<file path="src/rtl/alu_32bit_seq_if.sv">
// Handshake and data bundle for the registered 32-bit ALU stage.
// master: upstream controller plus downstream consumer side (drives requests, accepts results).
// slave:  the ALU stage itself.
interface alu_32bit_seq_if;
    logic        valid_in;
    logic        ready_out;
    logic [2:0]  op;
    logic [31:0] x;
    logic [31:0] y;
    logic        valid_out;
    logic        ready_in;
    logic [31:0] z;
    logic        zero;
    logic        ovf;

    modport master (
        output valid_in, op, x, y, ready_in,
        input  ready_out, valid_out, z, zero, ovf
    );

    modport slave (
        input  valid_in, op, x, y, ready_in,
        output ready_out, valid_out, z, zero, ovf
    );
endinterface

</file>
<file path="src/rtl/alu_32bit_seq.sv">
// Registered, handshaked 32-bit ALU stage: AND, OR, ADD, SUB, NOR, signed SLT.
// Optional feature macro ALU_SLTU_EN: when defined, OP 3'b101 computes unsigned
// set-less-than; when undefined it behaves as an unused opcode (Z=0, ZERO=1, OVF=0).
//
// state | meaning
// IDLE  | ready_out=1, waiting for valid_in; captures op/x/y on handshake
// EXEC  | operands held internally, result registered on the next edge
// HOLD  | valid_out=1, result stable until ready_in is seen at an edge
module alu_32bit_seq (
    input  logic               clk,
    input  logic               rst,
    alu_32bit_seq_if.slave     bus
);
    typedef enum logic [1:0] {
        IDLE = 2'd0,
        EXEC = 2'd1,
        HOLD = 2'd2
    } state_t;

    localparam logic [2:0] OP_AND  = 3'b000;
    localparam logic [2:0] OP_OR   = 3'b001;
    localparam logic [2:0] OP_ADD  = 3'b010;
    localparam logic [2:0] OP_SUB  = 3'b110;
    localparam logic [2:0] OP_NOR  = 3'b100;
    localparam logic [2:0] OP_SLT  = 3'b111;
    localparam logic [2:0] OP_SLTU = 3'b101;

    state_t      state;
    state_t      state_nxt;
    logic [2:0]  op_q;
    logic [31:0] x_q;
    logic [31:0] y_q;
    logic [31:0] z_q;
    logic        zero_q;
    logic        ovf_q;

    logic [31:0] sum;
    logic [31:0] diff;
    logic [31:0] res;
    logic        res_ovf;

    // State register.
    always_ff @(posedge clk) begin
        if (rst) state <= IDLE;
        else     state <= state_nxt;
    end

    // Next-state logic; handshake outputs are pure state decodes.
    always_comb begin
        state_nxt     = state;
        bus.ready_out = 1'b0;
        bus.valid_out = 1'b0;
        case (state)
            IDLE: begin
                bus.ready_out = 1'b1;
                if (bus.valid_in) state_nxt = EXEC;
            end
            EXEC: state_nxt = HOLD;
            HOLD: begin
                bus.valid_out = 1'b1;
                if (bus.ready_in) state_nxt = IDLE;
            end
            default: state_nxt = IDLE;
        endcase
    end

    // Operand capture; later changes on the bus cannot disturb an op in flight.
    always_ff @(posedge clk) begin
        if (rst) begin
            op_q <= 3'b000;
            x_q  <= 32'd0;
            y_q  <= 32'd0;
        end else if (state == IDLE && bus.valid_in) begin
            op_q <= bus.op;
            x_q  <= bus.x;
            y_q  <= bus.y;
        end
    end

    assign sum  = x_q + y_q;
    assign diff = x_q - y_q;

    // Result and overflow evaluation from the captured operands.
    // SLT uses a true signed compare rather than the sign of diff, so it stays
    // correct when x-y overflows.
    always_comb begin
        res     = 32'd0;
        res_ovf = 1'b0;
        case (op_q)
            OP_AND: res = x_q & y_q;
            OP_OR:  res = x_q | y_q;
            OP_NOR: res = ~(x_q | y_q);
            OP_ADD: begin
                res     = sum;
                res_ovf = (x_q[31] == y_q[31]) && (sum[31] != x_q[31]);
            end
            OP_SUB: begin
                res     = diff;
                res_ovf = (x_q[31] != y_q[31]) && (diff[31] != x_q[31]);
            end
            OP_SLT: res = {31'd0, ($signed(x_q) < $signed(y_q))};
`ifdef ALU_SLTU_EN
            OP_SLTU: res = {31'd0, (x_q < y_q)};
`endif
            default: begin
                res     = 32'd0;
                res_ovf = 1'b0;
            end
        endcase
    end

    // Result register, loaded only on the EXEC->HOLD edge so it is stable in HOLD.
    always_ff @(posedge clk) begin
        if (rst) begin
            z_q    <= 32'd0;
            zero_q <= 1'b0;
            ovf_q  <= 1'b0;
        end else if (state == EXEC) begin
            z_q    <= res;
            zero_q <= (res == 32'd0);
            ovf_q  <= res_ovf;
        end
    end

    assign bus.z    = z_q;
    assign bus.zero = zero_q;
    assign bus.ovf  = ovf_q;
endmodule

</file>
<file path="src/flat_wrapper.sv">
// flat-port wrapper written by rule: the top's interface ports become plain ports
module alu_32bit_seq_flat 
  (clk, rst, bus_valid_in, bus_op, bus_x, bus_y, bus_ready_in, bus_ready_out, bus_valid_out, bus_z, bus_zero, bus_ovf);
  alu_32bit_seq_if bus_i ();
  input  logic clk;
  input  logic rst;
  input wire logic [$bits(bus_i.valid_in)-1:0] bus_valid_in;
  input wire logic [$bits(bus_i.op)-1:0] bus_op;
  input wire logic [$bits(bus_i.x)-1:0] bus_x;
  input wire logic [$bits(bus_i.y)-1:0] bus_y;
  input wire logic [$bits(bus_i.ready_in)-1:0] bus_ready_in;
  output wire logic [$bits(bus_i.ready_out)-1:0] bus_ready_out;
  output wire logic [$bits(bus_i.valid_out)-1:0] bus_valid_out;
  output wire logic [$bits(bus_i.z)-1:0] bus_z;
  output wire logic [$bits(bus_i.zero)-1:0] bus_zero;
  output wire logic [$bits(bus_i.ovf)-1:0] bus_ovf;
  assign bus_i.valid_in = bus_valid_in;
  assign bus_i.op = bus_op;
  assign bus_i.x = bus_x;
  assign bus_i.y = bus_y;
  assign bus_i.ready_in = bus_ready_in;
  assign bus_ready_out = bus_i.ready_out;
  assign bus_valid_out = bus_i.valid_out;
  assign bus_z = bus_i.z;
  assign bus_zero = bus_i.zero;
  assign bus_ovf = bus_i.ovf;
  alu_32bit_seq u_core (.clk(clk), .rst(rst), .bus(bus_i));
endmodule
</file>
<file path="config.mk">
export PLATFORM = sky130hd
export DESIGN_NAME = alu_32bit_seq_flat
export DESIGN_NICKNAME = d
export VERILOG_FILES = /design/src/rtl/alu_32bit_seq_if.sv /design/src/rtl/alu_32bit_seq.sv /design/src/flat_wrapper.sv
export SDC_FILE = /design/constraint.sdc
export NUM_CORES = 1
export LEC_CHECK = 0
export CORE_UTILIZATION = 40
export CTS_BUF_LIST = sky130_fd_sc_hd__clkbuf_8 sky130_fd_sc_hd__clkbuf_16
export CTS_CLUSTER_DIAMETER = 150
export DETAILED_ROUTE_END_ITERATION = 6
export DONT_BUFFER_PORTS = 1
export PLACE_DENSITY = 0.54
export SYNTH_ARGS = -nofsm -noshare
export SYNTH_HDL_FRONTEND = slang
export SYNTH_SLANG_ARGS = --single-unit
export TNS_END_PERCENT = 20
</file>
<file path="constraint.sdc">
create_clock -name clk -period 5 [get_ports clk]
set_input_delay 0.25 -clock clk [delete_from_list [all_inputs] [get_ports clk]]
set_output_delay 0.25 -clock clk [all_outputs]
set_load 0.005 [all_outputs]
</file>
# --- Word-level counts from Yosys, hierarchy flattened ---
# Index checks and enable logic that the tools add are counted.
op_classes:
  n_addsub: 2
  n_mux: 7
  magnitude_cmp: 1
  n_eq_ne: 13
  n_reduce_logical: 7
  bitwise: 3
ops:
  columns: ["cell", "n"]
  rows:
  - ["$pmux 32 s6", 1]
  - ["$add 32x32->32", 1]
  - ["$and 32x32->32", 1]
  - ["$logic_not 32->1", 1]
  - ["$lt 32x32->1", 1]
  - ["$not 32->32", 1]
  - ["$or 32x32->32", 1]
  - ["$sub 32x32->32", 1]
  - ["$eq 3x3->1 const B", 3]
  - ["$pmux 2 s3", 1]
  - ["$mux 2", 2]
  - ["$ne 2x2->1 const B", 2]
  - ["$eq 3x1->1 const B", 1]
  - ["$eq 3x2->1 const B", 1]
  - ["$logic_and 1x1->1", 3]
  - ["$logic_not 3->1", 1]
  - ["$ne 1x1->1", 3]
  - ["$eq 2x1->1 const B", 1]
  - ["$eq 2x2->1 const B", 1]
  - ["$logic_not 2->1", 1]
  - ["$mux 1", 2]
  - ["$pmux 1 s2", 1]
  - ["$reduce_and 2->1", 1]
  - ["$eq 1x1->1", 1]
totals:
  ff_bits: 103
  inputBits: 71
  wordCells: 40
  out_inout_bits: 36

# --- Longest topological paths before layout ---
depth:
  ltp_word: 4
  ltp_mapped: 15
  mapped_depth_nobuf: 15

# --- Worst setup path after synthesis ---
# Ideal clock, no wire load.
synth_timing:
  path_kind: "register -> register"
  from: "register u_core.x_q[0]"
  to: "register u_core.zero_q (netlist: u_core.bus.zero)"
  stages_incl_launch_ff: 16
  setup_time_ns: 0.096
  synth_period_minus_slack_ns: 3.836
  path_buffers: 0
  path_slack_ns: 1.164
  arrival_time_ns: 3.740
  required_ns: 4.904
  cell_sequence: "dfxtp_1 -> inv_1 -> ha_1 -> inv_1 -> fa_1 -> nor2b_1 -> o311ai_2 -> a21oi_1 -> nor4_2 -> nor2_1 -> a21oi_1 -> nor2_1 -> o31a_1 -> or4_1 -> or4_1 -> o41ai_2"
synth_between:
  elab_chain_len: 4
synth_lines:
  columns: ["element", "line", "rtl"]
  rows:
  - ["start, declared", "alu_32bit_seq.sv:31", "logic [31:0] x_q;"]
  - ["start signal, assigned", "alu_32bit_seq.sv:75", "x_q <= bus.x;"]
  - ["parallel branches: the longest is 2 deep, another holds $sub 32x32->32", null, null]
  - ["$pmux 32 s6 (*)", "alu_32bit_seq.sv:89", "case (op_q)"]
  - ["$logic_not 32->1 (*)", "alu_32bit_seq.sv:120", "zero_q <= (res == 32'd0);"]
  - ["end signal, assigned", "alu_32bit_seq.sv:120", null]
  - ["end, declared", "alu_32bit_seq.sv:34", "logic zero_q;"]
# Every way passes the cells marked *.
# A chain may end at the register's enable or synchronous reset.

# --- Final worst setup path ---
layout_timing:
  from: "register u_core.y_q[0]"
  to: "register u_core.zero_q (netlist: u_core.bus.zero)"
layout_between:
  elab_chain_len: 4
layout_lines:
  columns: ["element", "line", "rtl"]
  rows:
  - ["start, declared", "alu_32bit_seq.sv:32", "logic [31:0] y_q;"]
  - ["start signal, assigned", "alu_32bit_seq.sv:76", "y_q <= bus.y;"]
  - ["parallel branches: the longest is 2 deep, another holds $sub 32x32->32", null, null]
  - ["$pmux 32 s6 (*)", "alu_32bit_seq.sv:89", null]
  - ["$logic_not 32->1 (*)", "alu_32bit_seq.sv:120", null]
# Marked as above.

==> summary.md <==
| Metric | Value |
|---|---|
| Status | `complete, but fails checks` |
| Failing checks | `DRC, hold timing` |
| Total track usage | `between 20 and 30%` |
| Most frequent CP cell | `a21oi_1` |
| Post-route DRC | `24` |
| Placed cell count | `1,455` |
| Clock buffer depth | `2` |
| Vias per inst | `6.01` |
| Max_cap viols | `0` |
| Pins Over Slew Limit | `0` |
| Slowest cell delay on critical path | `between 0.5 and 0.6 ns` |
| Pin count of the biggest net entering global routing | `slightly below 100` |
| Starting Density | `between 40% and 50%` |
| EDFF count, synth | `0` |
| # IOs | `between 100 and 150` |
| Total gr overflow | `0` |
| Async SR Flop Fraction | `0%` |
| Hold Buf Count CTS | `2` |
| Fin cells | `1,473` |
| Area of the die | `around 23,000 sq um` |
| Final setup viols | `0` |
| First-pass detailed-route iteration total | `7` |
| Rel. slew slack | `30.4%` |
| Leakage | `~3.6 nW` |
| CTS tree | `yes` |
| Vias | `between 8,000 and 9,000` |
| Max H-tree Level | `3` |
| Routability Congestion | `between 0.9 and 1` |
| Setup_tns | `0 ns` |
| Mapped Nets | `~1,400` |
| Ranking of synthesized cells by area | `dfxtp_1 23%, ha_1 14%, a21oi_1 9.0%, nand2_1 8.0%, nor2_1 5.4%` |
| Power Density | `278 nW/um^2` |
| FF+latch count, synth | `103` |
| Yosys warns | `0` |
| Unique masters post-synth | `87` |
| Routed WL per cell | `just under 20 microns` |
| Final period utilization | `about nine tenths` |
| Synth area leader | `dfxtp_1` |
| Arr. time, crit path | `approximately 4.8 ns` |
| CTS Sinks | `103` |
| IO Port Bufs | `0` |
| Worst path required time | `5.28 ns` |
| Fin crit period | `4.53 ns` |
| Synth top area share | `22.9%` |
| Antenna diodes | `0` |
| Register area share after synthesis | `22.9%` |
| CTS Buf Count | `9` |
| WP buf/inv | `1` |
| Top Family by Delay on Critical Path | `compound AO/OA/AOI/OAI gates` |
| Dpl hpwl | `21.5 mm` |
| Post-CTS setup repair buffer count | `0` |
| Critical-path top delay cell | `or4_1` |
| Layout cells sized above 1 | `6.54%` |
| Startpoint types | `flop` |
| Die height | `around 150 microns` |
| Kind of critical path | `reg -> reg` |
| Total wire length | `between 20 and 30 mm` |
| Fmax | `221 MHz` |
| Die W | `152 microns` |
| Worst IR Drop VDD | `around 0.00019 V` |
| RSZ-0062 raised after global routing | `false` |
| Final hold slack | `-0.000507 ns` |
| Worst-margin pin slew | `1.02 ns` |
| Vias in the first global route | `8,579` |
| Antenna violations before repair | `1` |
| Final ANT Viol Nets | `0` |
| Root cell of the clock tree | `clkbuf_16` |
| Clk pin slew, worst setup/hold paths | `roughly 0.090 ns` |
| Core area | `22,000 sq um` |
| Crit-path max FO | `5` |
| Post-CTS resize count | `0` |
| DR iter-0 viols | `~910` |
| Worst Setup End Kind | `flop` |
| Final hold viol count | `2` |
| Layout Nets | `around 1,400` |
| Area Growth Syn to Fin | `4.24%` |
| Row cnt | `54` |
| Worst Clk Skew | `0.0133 ns` |
| Worst path cell trace | `ha_1 > inv_1 > fa_1 > nor2b_1 > o311ai_2 > a21oi_1 > nor3_1 > o31ai_1 > a221oi_1 > o221ai_1 > a21oi_1 > nand4_1 > or4_1 > o41ai_2` |
| Cell Area, Synth | `roughly 9000 sq um` |
| Post-Synthesis Cells | `between 1,000 and 1,500` |
| First-pass GRT wire length | `around 47 mm` |
| Clock latency on the worst-skew pair | `about 0.37 ns` |
| Synth Flop Type | `dfxtp_1` |
| Syn Area/Cell | `approximately 7.3 sq um` |
| Worst hold path type | `in -> reg` |
## synth_stat cells (9+ instances only)
master     count
nand2_1      192
a21oi_1      162
nor2_1       130
dfxtp_1      103
ha_1         102
inv_1         91
clkbuf_1      54
o21ai_0       40
a211oi_1      33
o221ai_1      20
nor3_1        18
o31ai_1       16
nor2b_1       15
a2111oi_0     14
buf_6         14
a31oi_1       11
nor4_1        11
nand2b_1      10
nand3_1       10
o211ai_1      10
xnor2_1        9
## flip-flops by register name, indices dropped and copies added, names as in the netlist
register         cells
u_core.bus.ovf       1
u_core.bus.z        32
u_core.bus.zero      1
u_core.op_q          3
u_core.state         2
u_core.x_q          32
u_core.y_q          32
## cells in the final DEF, fill, tap and decap left out, types with 4 or more instances in the layout
| master | netlist | routed |
|---|---|---|
| a2111oi_0 | 14 | 13 |
| a211oi_1 | 33 | 33 |
| a21boi_0 | 4 | 4 |
| a21o_1 | 8 | 8 |
| a21oi_1 | 162 | 162 |
| a221o_1 | 8 | 8 |
| a221oi_1 | 7 | 7 |
| a31oi_1 | 11 | 11 |
| a41oi_1 | 7 | 7 |
| and2_1 | 8 | 7 |
| and3_1 | 8 | 8 |
| buf_4 | 6 | 21 |
| clkbuf_16 | 0 | 9 |
| dfxtp_1 | 103 | 103 |
| ha_1 | 102 | 102 |
| inv_1 | 91 | 91 |
| inv_2 | 4 | 4 |
| mux2i_1 | 4 | 4 |
| nand2_1 | 192 | 191 |
| nand2b_1 | 10 | 10 |
| nand3_1 | 10 | 10 |
| nand4_1 | 7 | 7 |
| nor2_1 | 130 | 130 |
| nor2b_1 | 15 | 14 |
| nor3_1 | 18 | 18 |
| nor4_1 | 11 | 11 |
| o211ai_1 | 10 | 10 |
| o21ai_0 | 40 | 40 |
| o221a_2 | 6 | 6 |
| o221ai_1 | 20 | 20 |
| o22ai_1 | 4 | 4 |
| o31ai_1 | 16 | 16 |
| or2_2 | 5 | 5 |
| or4_1 | 5 | 5 |
| xnor2_1 | 9 | 9 |
## cells by family (layout without fill, tap and decap cells)
kind of cell | Yosys count | after routing | synth area share (%)
buffers and inverters | 183 | 134 | 9.32
multiplexers | 5 | 5 | 0.694
AO/OA/AOI/OAI | 398 | 398 | 29.6
XOR/XNOR | 11 | 11 | 1.07
adder cells (fa/ha/maj) | 104 | 104 | 14.6
flip-flops | 103 | 103 | 22.9
AND/OR/NAND/NOR | 438 | 438 | 21.8
## per-layer routing
| metal | routed length (microns) | vias to the layer above | global-route usage [%] | share of wire [%] |
|---|---|---|---|---|
| li1 | - | 4290 | - | - |
| met1 | 13400 | 4143 | 34.6 | 46 |
| met2 | 12500 | 363 | 39.0 | 43 |
| met3 | 2300 | 62 | 5.62 | 7.9 |
| met4 | 861 | 0 | 9.43 | 3.0 |
| met5 | 0 | - | 0 | 0 |
## path summary, 6_finish.rpt
| kind | startpoint | endpoint | slack [ns] | depth (start not counted) |
|---|---|---|---|---|
| max | u_core.y_q[0]$_SDFFE_PP0P_ | u_core.bus.zero$_SDFFE_PP0N_ | 0.47 | 14 |
| max reg2reg | u_core.y_q[0]$_SDFFE_PP0P_ | u_core.bus.zero$_SDFFE_PP0N_ | 0.47 | 14 |
| min reg2reg | u_core.y_q[20]$_SDFFE_PP0P_ | u_core.y_q[20]$_SDFFE_PP0P_ | 0.48 | 2 |
| min | bus_y[23] | u_core.y_q[23]$_SDFFE_PP0P_ | -0.0005 | 2 |
## final cells by class
class	count	area, sq um
flip-flops and latches	103	2060
well taps	280	350
fillers	2389	12600
multi-input cells	956	6120
repair buffers	23	195
clock buffers	9	225
inverters	95	357
clock inverters	7	81.3
## metrics by stage
stage               hold slack [ns]  setup slack (ns)  cell area [sq um]  util, %  power, mW
floorplan                     0.386              1.16               9010        -       1.63
global route               0.000784             0.229               9390     42.8       2.77
CTS                         0.00100             0.524               9390     42.8       2.62
global placement              0.326             0.642               9050     41.2       1.84
finish                    -0.000507             0.466               9390     42.8       2.61
detailed placement            0.326             0.558               9050     41.2       1.85
## where the power goes
group	total, mW	switching, mW	internal (mW)	leakage, nW
logic	0.932	0.610	0.322	2.62
clock network	0.749	0.390	0.359	0.150
registers	0.932	0.0550	0.877	0.845
total	2.61	1.05	1.56	3.62
## worst reg2reg max path: stages (launching register included)
cell      delay, ns
dfxtp_1        0.39
ha_1           0.21
inv_1          0.06
fa_1           0.38
nor2b_1        0.17
o311ai_2       0.49
a21oi_1        0.23
nor3_1         0.36
o31ai_1        0.17
a221oi_1       0.41
o221ai_1       0.19
a21oi_1        0.37
nand4_1        0.17
or4_1          0.57
o41ai_2        0.28
Power figures use the tool's default switching activity.
